**src/rtl/gray_mod_fsm.sv**
```systemverilog
// gray_mod_fsm: N-state Moore stepper with a Gray-coded state register.
// Steps up or down on qualified events (en && a), with synchronous clear,
// a one-cycle wrap pulse and registered "not idle" / threshold flags.
// The Gray value is the only index state; the binary index is decoded
// combinationally from it, so both views always agree.
module gray_mod_fsm #(
  parameter int N   = 3,
  parameter int W   = $clog2(N),
  parameter int THR = N - 1
) (
  input  logic         clk,
  input  logic         rst_n,
  input  logic         en,
  input  logic         a,
  input  logic         dir,
  input  logic         clr,
  output logic [W-1:0] state_gray,
  output logic [W-1:0] state_idx,
  output logic         y,
  output logic         thr,
  output logic         wrap
);

  localparam logic [W-1:0] IDX_MAX = W'(N - 1);
  localparam logic [W-1:0] IDX_THR = W'(THR);
  localparam logic         THR_RST = (THR == 0);

  logic [W-1:0] gray_q;
  logic         y_q;
  logic         thr_q;
  logic         wrap_q;

  logic [W-1:0] cur_idx;
  logic [W-1:0] nxt_idx;
  logic         nxt_wrap;
  logic         nxt_thr;
  logic         illegal;
  logic         step;

  // Binary-reflected Gray code to binary: bit i is the XOR of all Gray bits >= i.
  function automatic logic [W-1:0] gray2bin(input logic [W-1:0] g);
    logic [W-1:0] b;
    b = g;
    for (int unsigned k = 1; k < W; k++) begin
      b = b ^ (g >> k);
    end
    return b;
  endfunction

  // Binary to Gray code.
  function automatic logic [W-1:0] bin2gray(input logic [W-1:0] b);
    return b ^ (b >> 1);
  endfunction

  assign cur_idx = gray2bin(gray_q);
  assign step    = en & a;

  // Codes decoding past N-1 exist only when N is not a power of two.
  generate
    if ((1 << W) == N) begin : g_no_illegal
      assign illegal = 1'b0;
    end else begin : g_illegal
      localparam logic [W:0] N_EXT = N[W:0];
      assign illegal = ({1'b0, cur_idx} >= N_EXT);
    end
  endgenerate

  // Next index and wrap flag, priority: illegal recovery, clear, step, hold.
  always_comb begin
    nxt_idx  = cur_idx;
    nxt_wrap = 1'b0;
    if (illegal) begin
      nxt_idx = '0;
    end else if (clr) begin
      nxt_idx = '0;
    end else if (step) begin
      if (!dir) begin
        if (cur_idx == IDX_MAX) begin
          nxt_idx  = '0;
          nxt_wrap = 1'b1;
        end else begin
          nxt_idx = cur_idx + W'(1);
        end
      end else begin
        if (cur_idx == '0) begin
          nxt_idx  = IDX_MAX;
          nxt_wrap = 1'b1;
        end else begin
          nxt_idx = cur_idx - W'(1);
        end
      end
    end
  end

  // A threshold of zero is always met; avoid a constant unsigned compare.
  generate
    if (THR == 0) begin : g_thr_zero
      assign nxt_thr = 1'b1;
    end else begin : g_thr_cmp
      assign nxt_thr = (nxt_idx >= IDX_THR);
    end
  endgenerate

  // State and flags are registered together from the next index so they never skew.
  always_ff @(posedge clk or negedge rst_n) begin
    if (!rst_n) begin
      gray_q <= '0;
      y_q    <= 1'b0;
      thr_q  <= THR_RST;
      wrap_q <= 1'b0;
    end else begin
      gray_q <= bin2gray(nxt_idx);
      y_q    <= (nxt_idx != '0);
      thr_q  <= nxt_thr;
      wrap_q <= nxt_wrap;
    end
  end

  assign state_gray = gray_q;
  assign state_idx  = cur_idx;
  assign y          = y_q;
  assign thr        = thr_q;
  assign wrap       = wrap_q;

endmodule

```
**config.mk**
```make
export PLATFORM = sky130hd
export DESIGN_NAME = gray_mod_fsm
export DESIGN_NICKNAME = d
export VERILOG_FILES = /design/src/rtl/gray_mod_fsm.sv
export SDC_FILE = /design/constraint.sdc
export NUM_CORES = 1
export LEC_CHECK = 0
export BUFFER_PORTS_ARGS = -buffer_cell sky130_fd_sc_hd__buf_2
export CAP_MARGIN = 40
export CORE_AREA = 2 2 39 41
export CTS_CLUSTER_SIZE = 16
export DETAILED_ROUTE_END_ITERATION = 16
export DIE_AREA = 0 0 41 43
export PLACE_DENSITY = 0.5
export SLEW_MARGIN = 20
export SYNTH_ARGS = -nofsm -noshare
export SYNTH_HDL_FRONTEND = slang
export SYNTH_SLANG_ARGS = --single-unit
```
**constraint.sdc**
```tcl
create_clock -name clk -period 2 [get_ports clk]
set_input_delay 0.4 -clock clk [delete_from_list [all_inputs] [get_ports clk]]
set_output_delay 0.4 -clock clk [all_outputs]
set_load 0.01 [all_outputs]
```
* Word level (Yosys, flattened, before mapping)
Index checks and enable logic that the tools add are counted.
Word-level totals: register bits after elaboration 5, input bits 6, word-level logic and storage cells 26
Operators by class: $add $sub $neg 2, magnitude comparators 2, equal/unequal tests 1, multiplexer cells 12, bitwise gates (word level) 3, reductions and logical operators 2
Operator list (count):
- 2-bit 2-to-1 mux | 6
- 1-bit 2-to-1 mux | 6
- 2-bit greater-or-equal comparator (second input constant) | 2
- 2-bit by 1-bit bitwise XOR with 2-bit output | 2
- 2-bit by 1-bit adder with 2-bit output (second input constant) | 1
- 2-bit equality test (second input constant) | 1
- 2-bit zero test | 1
- 2-bit nonzero test | 1
- 2-bit by 1-bit subtractor with 2-bit output (second input constant) | 1
- 1-bit AND | 1

* Logic depth before layout (Yosys ltp)
Gate-level depths: netlist of the first run.
depth after elaboration 8, mapped depth 6, mapped depth without buffers 6

* Least setup slack after synthesis of the first run
No wires, ideal clock.
path kind reg2reg, from register gray_q[0], in the netlist state_gray[0], to register gray_q[0], in the netlist state_gray[0], library setup time 0.126 ns, arrival 1.465 ns, data required time 1.874 ns, slack 0.409 ns, stages on the path, launching flop included 6, buffers on the path 0, clock period less this slack 1.591 ns, cell sequence dfrtp_1 > inv_1 > ha_1 > or2_1 > a311o_1 > ha_1
On the way: word-level cells in the longest chain between the ends 8, elaborated cells on any way between the ends 13
RTL lines:
- start, declared | RTL line 28 | logic [W-1:0] gray_q;
- start signal, assigned | RTL line 112 | gray_q <= bin2gray(nxt_idx);
- 2-bit by 1-bit bitwise XOR with 2-bit output * | RTL line 45 | b = b ^ (g >> k);
- 2-bit by 1-bit adder with 2-bit output (tied with other cells) | RTL line 82 | nxt_idx = cur_idx + W'(1);
- 2-bit 2-to-1 mux (on tied branches) | RTL line 78, 85
- 2-bit 2-to-1 mux | RTL line 77 | if (!dir) begin
- 2-bit 2-to-1 mux | RTL line 76 | end else if (step) begin
- 2-bit 2-to-1 mux | RTL line 74 | end else if (clr) begin
- 2-bit 2-to-1 mux * | RTL line 72 | if (illegal) begin
- 2-bit by 1-bit bitwise XOR with 2-bit output * | RTL line 52 | return b ^ (b >> 1);
Mark *: on every way between the ends. The rest lies on a longest branch, timed or not.

==> out/qor.yml, run 1 <==
grt:
  grt_use_total_pct: 8.08
  grt_pass1_wl_um: 883
  grt_max_degree: 8
  gr-total-overflow: 0
  grt_pass1_vias: 235
  antenna_found_initial: 0
clock_network:
  cts_max_level: 1
  cts_tree: "built"
  cts.sinks: 4
  cts_made_buffers: 3
  clock_latency_ns: 0.23
  path_clk_slew_ns: 0.04
  clock_path_buffers: 2
  cts-root-buf: "clkbuf_4"
setup_path:
  cp_cell_sequence: "inv_1, ha_1, buf_2"
  critPathLaunchType: "flip-flop"
  worstPathRequired_ns: 1.60
  crit_family: "flip-flops"
  r2r-start: "state_gray[0]"
  critPathArrivalTime_ns: 1.20
  slowest_delay_ns: 0.43
  cp_max_fo: 7
  endpoint_kind: "primary output"
  timing_worst_setup_path_type: "flip-flop to primary output"
  critPathSlowestCell: "dfrtp_1"
  critPathBufInv: 2
  critPathLaunch: "thr"
synth:
  syn_nets: 37
  ys_seq_area_share_pct: 35.9
  synth-adder-area-share_pct: 22.4
  synth_seq_cells: 4
  syn_inst: 26
  yosys.area_share.simple_pct: 6.73
  synth_cell_types: 15
  synth_top_family_by_area: "adder cells"
  synth_area_per_cell_um2: 10.7
  yosysTopAreaCell: "dfrtp_1"
  synth-edff-count: 0
  synthTopCellsByArea: "dfrtp_1 (36%), ha_1 (22%), mux2i_1 (7.2%), buf_4 (5.4%), inv_1 (4.0%)"
  synth_xor_area_share_pct: 0
  syn_area_um2: 279
  yosys-mux-area-fraction_pct: 11.2
  yosysWarnings: 0
  synth-compound-area-share_pct: 14.3
  yosysMostFrequentCell: "ha_1"
  async_flop_share_pct: 100
  ys.flop_type: "dfrtp_1"
  yosysTopAreaCellShare_pct: 35.9
  ys_top_cells_by_count: "ha_1 (5), dfrtp_1 (4), inv_1 (3)"
placed_design:
  dp_worst_setup_slack_ns: 0.401
  gp_congestion: 0.607
  placed_cell_area_um2: 344
  dpl.hpwl_um: 422
  port-buffer-count: 12
drt:
  drc: 0
  met2_length_um: 205
  vias: 225
  ant_nets: 0
  wl_met1_um: 255
  wl_met3_um: 52
  dr.pass1.iters: 2
  viasPerCell: 4.02
  top_layer: "met3"
  drtIter0Drc: 5
  totalWireLength_um: 513
  routedWlPerCell_um: 9.16
floorplanning:
  ios: 13
  core_area_um2: 1380
  dieHeight_um: 43
  fp.dieW_um: 41
  placementRows: 14
  die_area_um2: 1760
  start_util_pct: 20.2
run:
  cap_violations: 0
cells_and_area:
  finalInstanceArea_um2: 377
  fillerInstances: 152
  drive_gt1_share_pct: 40.0
  fin_nets: 53
  area_delta_synth_final_pct: 35.0
  insertedDiodeCount: 0
  multi_input_area_um2: 153
  utilization_pct: 27.2
  seq_area_um2: 100
sta:
  skew_ns: 0.000408
  maxSlewHeadroom_pct: 84.0
  finalMaxSlewViolations: 0
  setup_ws_ns: 0.402
  grt_setup_unrepaired: "false"
  min_period_over_period_pct: 79.9
  period_needed_ns: 1.60
  clock.fmax_mhz: 626
  hold_viol_final: 0
  worstMarginPinSlew_ns: 0.239
  tns_ns: 0
  final-setup-viol-count: 0
power_and_ir_drop:
  ir_drop_uv: 311
  p_leak_nw: 0.220
  cellPowerDensity_nw_per_um2: 806
min_path:
  worstHoldStart: "clr"
  hold_class: "input pin to flip-flop"
outcome:
  status: "finished, final reports clean"
## worst register-to-register path: stages (launching register included)
cell and delay [ns]:
dfrtp_1 0.38, inv_1 0.08, ha_1 0.20, or2_1 0.22
a311o_1 0.32, ha_1 0.27
## layer usage
metal | vias up | GRT usage [%]
li1 | 117 | -
met1 | 98 | 10.5
met2 | 10 | 9.38
met3 | 0 | 1.57
met4 | 0 | 10.0
met5 | - | 0
## through the flow
| step | cells | power, mW | hold WS, ns |
|---|---|---|---|
| 2_1_floorplan | 26 | 0.170 | 0.104 |
| 3_3_place_gp | 52 | 0.206 | 0.209 |
| 3_5_place_dp | 52 | 0.207 | 0.210 |
| 5_1_grt | 56 | 0.333 | 0.459 |
| 6_report | 56 | 0.304 | 0.446 |
| 4_1_cts | 56 | 0.315 | 0.439 |
## cells in the final DEF, fill, tap and decap left out
master	netlist	final
dfrtp_1	4	4
nor3_1	1	1
nor2_1	1	1
o211ai_1	1	1
buf_2	0	12
a21o_1	1	1
a21oi_1	1	1
clkbuf_4	0	3
mux2_2	1	1
dlygate4sd3_1	0	1
o211a_1	1	1
mux2i_1	2	2
or2_1	1	1
inv_1	3	3
a311o_1	1	1
ha_1	5	5
nand2_1	1	1
## state kept, by name (all words and copies together), names as in the netlist
register / flops
state_gray: 1
thr: 1
wrap: 1
y: 1
## power by group
group | switching (mW) | leakage, nW | total [mW] | internal (mW)
Clock | 0.0318 | 0.0138 | 0.0989 | 0.0670
Combinational | 0.0537 | 0.154 | 0.102 | 0.0483
Sequential | 0.00969 | 0.0527 | 0.103 | 0.0931
Total | 0.0952 | 0.220 | 0.304 | 0.209
## final timing paths
| path | to | slack (ns) | cells past startpoint |
|---|---|---|---|
| min | thr | 0.45 | 3 |
| min reg2reg | thr | 0.74 | 2 |
| max | state_idx[0] | 0.40 | 3 |
| max reg2reg | state_gray[0] | 0.41 | 5 |
| min in group asynchronous | wrap | 0.50 | 2 |
| max in group asynchronous | state_gray[0] | 1.38 | 2 |
## final cells by class
cell class | instances | share of cell area [%]
multi-input combinational | 17 | 40.5
tap | 16 | 5.32
sequential | 4 | 26.6
timing repair buffer | 13 | 18.6
clock buffer | 3 | 5.98
inverter | 3 | 2.99
## cells by family (layout without fill, tap and decap cells)
family,Yosys count,in the layout
AO/OA/AOI/OAI,5,5
adder cells (fa/ha/maj),5,5
buffers and inverters,5,19
AND/OR/NAND/NOR,4,4
multiplexers,3,3
flip-flops,4,4
## timing repair
action,CTS,global route
gates resized for setup,0,0
hold buffers,1,0
hold endpoints to repair,4,0
setup buffers,0,0
Power figures use the tool's default switching activity.
==> run 2, diff against run 1 <==
--- a/config.mk
+++ b/config.mk
@@ -5,13 +5,14 @@
 export SDC_FILE = /design/constraint.sdc
 export NUM_CORES = 1
 export LEC_CHECK = 0
+export ABC_AREA = 1
 export BUFFER_PORTS_ARGS = -buffer_cell sky130_fd_sc_hd__buf_2
 export CAP_MARGIN = 40
 export CORE_AREA = 2 2 39 41
 export CTS_CLUSTER_SIZE = 16
 export DETAILED_ROUTE_END_ITERATION = 16
 export DIE_AREA = 0 0 41 43
-export PLACE_DENSITY = 0.5
+export PLACE_DENSITY = 0.52
 export SLEW_MARGIN = 20
 export SYNTH_ARGS = -nofsm -noshare
 export SYNTH_HDL_FRONTEND = slang
==> constraint.sdc (replaced) <==
create_clock -name clk -period 1.6 [get_ports clk]
set_input_delay 0.32 -clock clk [delete_from_list [all_inputs] [get_ports clk]]
set_output_delay 0.32 -clock clk [all_outputs]
set_load 0.01 [all_outputs]
==> run 2 against run 1 <==
Global-route usage down 0.41 points. Clock skew up 0.0022 ns. Clock power grew 23%. Register-to-register slack worse by 0.23 ns. Combinational power is 42% higher. Power grew 29%. Flip-flop and latch count did not move. Highest routed layer unchanged. Sequential share of layout area down 2.0 points. Hold slack lost 0.096 ns. Cell area is 8.0% higher. Via count grew 14%. Synthesized area up 8.1%.
==> out/qor.yml, run 2 <==
clock_network:
  cts_max_level: 1  # unchanged
  cts_made_buffers: 3  # unchanged
  path_clk_slew_ns: 0.04  # about the same
  cts.sinks: 4  # unchanged
  cts_tree: "built"  # unchanged
  clock_path_buffers: 2  # unchanged
  clock_latency_ns: 0.23  # about the same
  cts-root-buf: "clkbuf_4"  # unchanged
sta:
  maxSlewHeadroom_pct: 88.6  # was 84.0%
  final-setup-viol-count: 0  # unchanged
  clock.fmax_mhz: 663
  finalMaxSlewViolations: 0  # unchanged
  period_needed_ns: 1.51
  hold_viol_final: 0  # unchanged
  hold_ws_ns: 0.351  # was 0.446 ns
  min_period_over_period_pct: 94.3
  grt_setup_unrepaired: "false"  # unchanged
  skew_ns: 0.00260  # was 0.000408 ns
  worstMarginPinSlew_ns: 0.169  # was 0.239 ns
  setup_ws_ns: 0.0913  # was 0.402 ns
  tns_ns: 0  # unchanged
synth:
  synth_area_per_cell_um2: 7.54  # was 10.7 µm²
  synth_seq_cells: 4  # unchanged
  synth_cell_types: 12  # was 15
  ys_seq_area_share_pct: 33.2  # was 35.9%
  syn_area_um2: 302  # was 279 µm²
  ys.flop_type: "dfrtp_1"  # unchanged
  ys_top_cells_by_count: "nand2_1 (12), inv_1 (8), ha_1 (5)"  # was ha_1 (5), dfrtp_1 (4), inv_1 (3)
  syn_inst: 40  # was 26
  synthTopCellsByArea: "dfrtp_1 (33%), ha_1 (21%), nand2_1 (15%), inv_1 (10%), buf_4 (5.0%)"  # was dfrtp_1 (36%), ha_1 (22%), mux2i_1 (7.2%), buf_4 (5.4%), inv_1 (4.0%)
  yosysWarnings: 0  # unchanged
  yosysTopAreaCell: "dfrtp_1"  # unchanged
  syn_nets: 51  # was 37
  yosysMostFrequentCell: "nand2_1"  # was ha_1
  yosysTopAreaCellShare_pct: 33.2  # was 35.9%
  synth-edff-count: 0  # unchanged
  async_flop_share_pct: 100  # unchanged
cells_and_area:
  drive_gt1_share_pct: 40.0  # unchanged
  utilization_pct: 29.4  # was 27.2%
  mostFrequentLayoutCells: "nand2_1 (12), buf_2 (12), inv_1 (8), ha_1 (5), dfrtp_1 (4)"  # was buf_2 (12), ha_1 (5), dfrtp_1 (4), inv_1 (3), clkbuf_4 (3)
  finalInstanceArea_um2: 407  # was 377 µm²
  area_delta_synth_final_pct: 34.9  # was 35.0%
  insertedDiodeCount: 0  # unchanged
  fin_cells: 71  # was 56
  fin_nets: 68  # was 53
drt:
  drc: 0  # unchanged
  routedWlPerCell_um: 7.46  # was 9.16 µm
  totalWireLength_um: 530  # was 513 µm
  drtIter0Drc: 5  # unchanged
  viasPerCell: 3.61  # was 4.02
  vias: 256  # was 225
  dr.pass1.iters: 2  # unchanged
  ant_nets: 0  # unchanged
setup_path:
  worstPathRequired_ns: 1.28  # was 1.60 ns
  r2r-start: "thr"  # was state_gray[0]
  critPathSlowestCell: "dfrtp_1"  # unchanged
  critPathLaunchType: "flip-flop"  # unchanged
  cp_cell_sequence: "inv_1, ha_1, buf_2"  # unchanged
  timing_worst_setup_path_type: "flip-flop to primary output"  # unchanged
  reg2reg_depth: 8  # was 5
  ff2ff_setup_slack_ns: 0.18  # was 0.41 ns
  critPathArrivalTime_ns: 1.19  # was 1.20 ns
  slowest_delay_ns: 0.42  # was 0.43 ns
  cp_max_fo: 6  # was 7
  r2r-end: "state_gray[0]"  # unchanged
  endpoint_kind: "primary output"  # unchanged
power_and_ir_drop:
  p_total_mw: 0.391  # was 0.304 mW
  ir_drop_uv: 452  # was 311 µV
  p_leak_nw: 0.260  # was 0.220 nW
  cellPowerDensity_nw_per_um2: 962  # was 806 nW/µm²
placed_design:
  place_inst: 67  # was 52
  dp_worst_setup_slack_ns: 0.164  # was 0.401 ns
  port-buffer-count: 12  # unchanged
  dpl.hpwl_um: 468  # was 422 µm
  placed_cell_area_um2: 374  # was 344 µm²
  gp_congestion: 0.716  # was 0.607
grt:
  antenna_found_initial: 0  # unchanged
  grt_use_total_pct: 7.67  # was 8.08%
  gr-total-overflow: 0  # unchanged
  grt_pass1_wl_um: 883  # unchanged
  grt_max_degree: 7  # was 8
  grt_pass1_vias: 221  # was 235
floorplanning:
  start_util_pct: 21.8  # was 20.2%
  placementRows: 14  # unchanged
  die_area_um2: 1760  # unchanged
  ios: 13  # unchanged
  dieHeight_um: 43  # unchanged
  fp.dieW_um: 41  # unchanged
  core_area_um2: 1380  # unchanged
min_path:
  holdPathEnd: "wrap"  # was thr
  worstHoldStart: "clr"  # unchanged
  hold_class: "input pin to flip-flop"  # unchanged
  holdPathStages: 4  # was 3
outcome:
  status: "finished, final reports clean"  # unchanged
run:
  cap_violations: 0  # unchanged
[run 2: cell types whose count changed after synthesis, sizes merged]
| cell | delta |
|---|---|
| inv | +7 |
| or2 | -1 |
| nand2 | +13 |
| mux2i | -2 |
| nand3 | +1 |
| o211a | -1 |
| a21o | -1 |
| nor2 | +1 |
| nor3 | -1 |
| o211ai | -1 |
| a311o | -1 |
| o21ai | +1 |
| mux2 | -1 |
[run 2: layer usage]
metal	global-route usage [%]	vias up	wire length, µm	part of all wire, %
li1	-	144	-	-
met1	10.8	107	237	45
met2	9.69	5	269	51
met3	4.71	0	23	4.3
met4	2.00	0	0	0
met5	0	-	0	0
[run 2: logic make-up after synthesis]
| group | synth area share, % |
|---|---|
| compound gates | 4.56 |
| fa+ha+maj | 20.7 |
| buf+inv | 17.4 |
| flops | 33.2 |
| simple gates | 24.1 |
[run 2: worst max path at each step]
stage | slack [ns] | cells past startpoint | from | end
2_1_floorplan | 0.13 | 8 | thr | state_gray[0]
3_5_place_dp | 0.16 | 8 | thr | state_gray[0]
5_1_grt | 0.002 | 3 | thr | state_idx[0]
3_3_place_gp | 0.17 | 8 | thr | state_gray[0]
4_1_cts | 0.06 | 3 | thr | state_idx[0]
6_report | 0.09 | 3 | thr | state_idx[0]
[run 2: power breakdown]
group | leakage [nW] | total (mW) | switching (mW) | internal, mW
clock | 0.0138 | 0.122 | 0.0385 | 0.0837
sequential | 0.0526 | 0.124 | 0.00814 | 0.116
combinational | 0.194 | 0.145 | 0.0825 | 0.0626
total | 0.260 | 0.391 | 0.129 | 0.262
[run 2: worst max-delay path, delay by kind of cell (launching register included)]
kind | cells | cell delay [ns]
flip-flops | 1 | 0.42
adder cells (fa/ha/maj) | 1 | 0.29
buffers and inverters | 2 | 0.24
[run 2: repair_timing]
action,in CTS,in global routing
hold buffers,1,0
resized for setup,0,0
endpoints found under the hold margin,4,0
setup buffers,0,0
[run 2: cell type report]
cell class,instances,area [µm²]
Tap cell,16,20.0
Fill cell,149,977
Sequential cell,4,100
Multi-Input combinational cell,24,149
Timing Repair Buffer,14,77.6
Inverter,10,37.5
Clock buffer,3,22.5
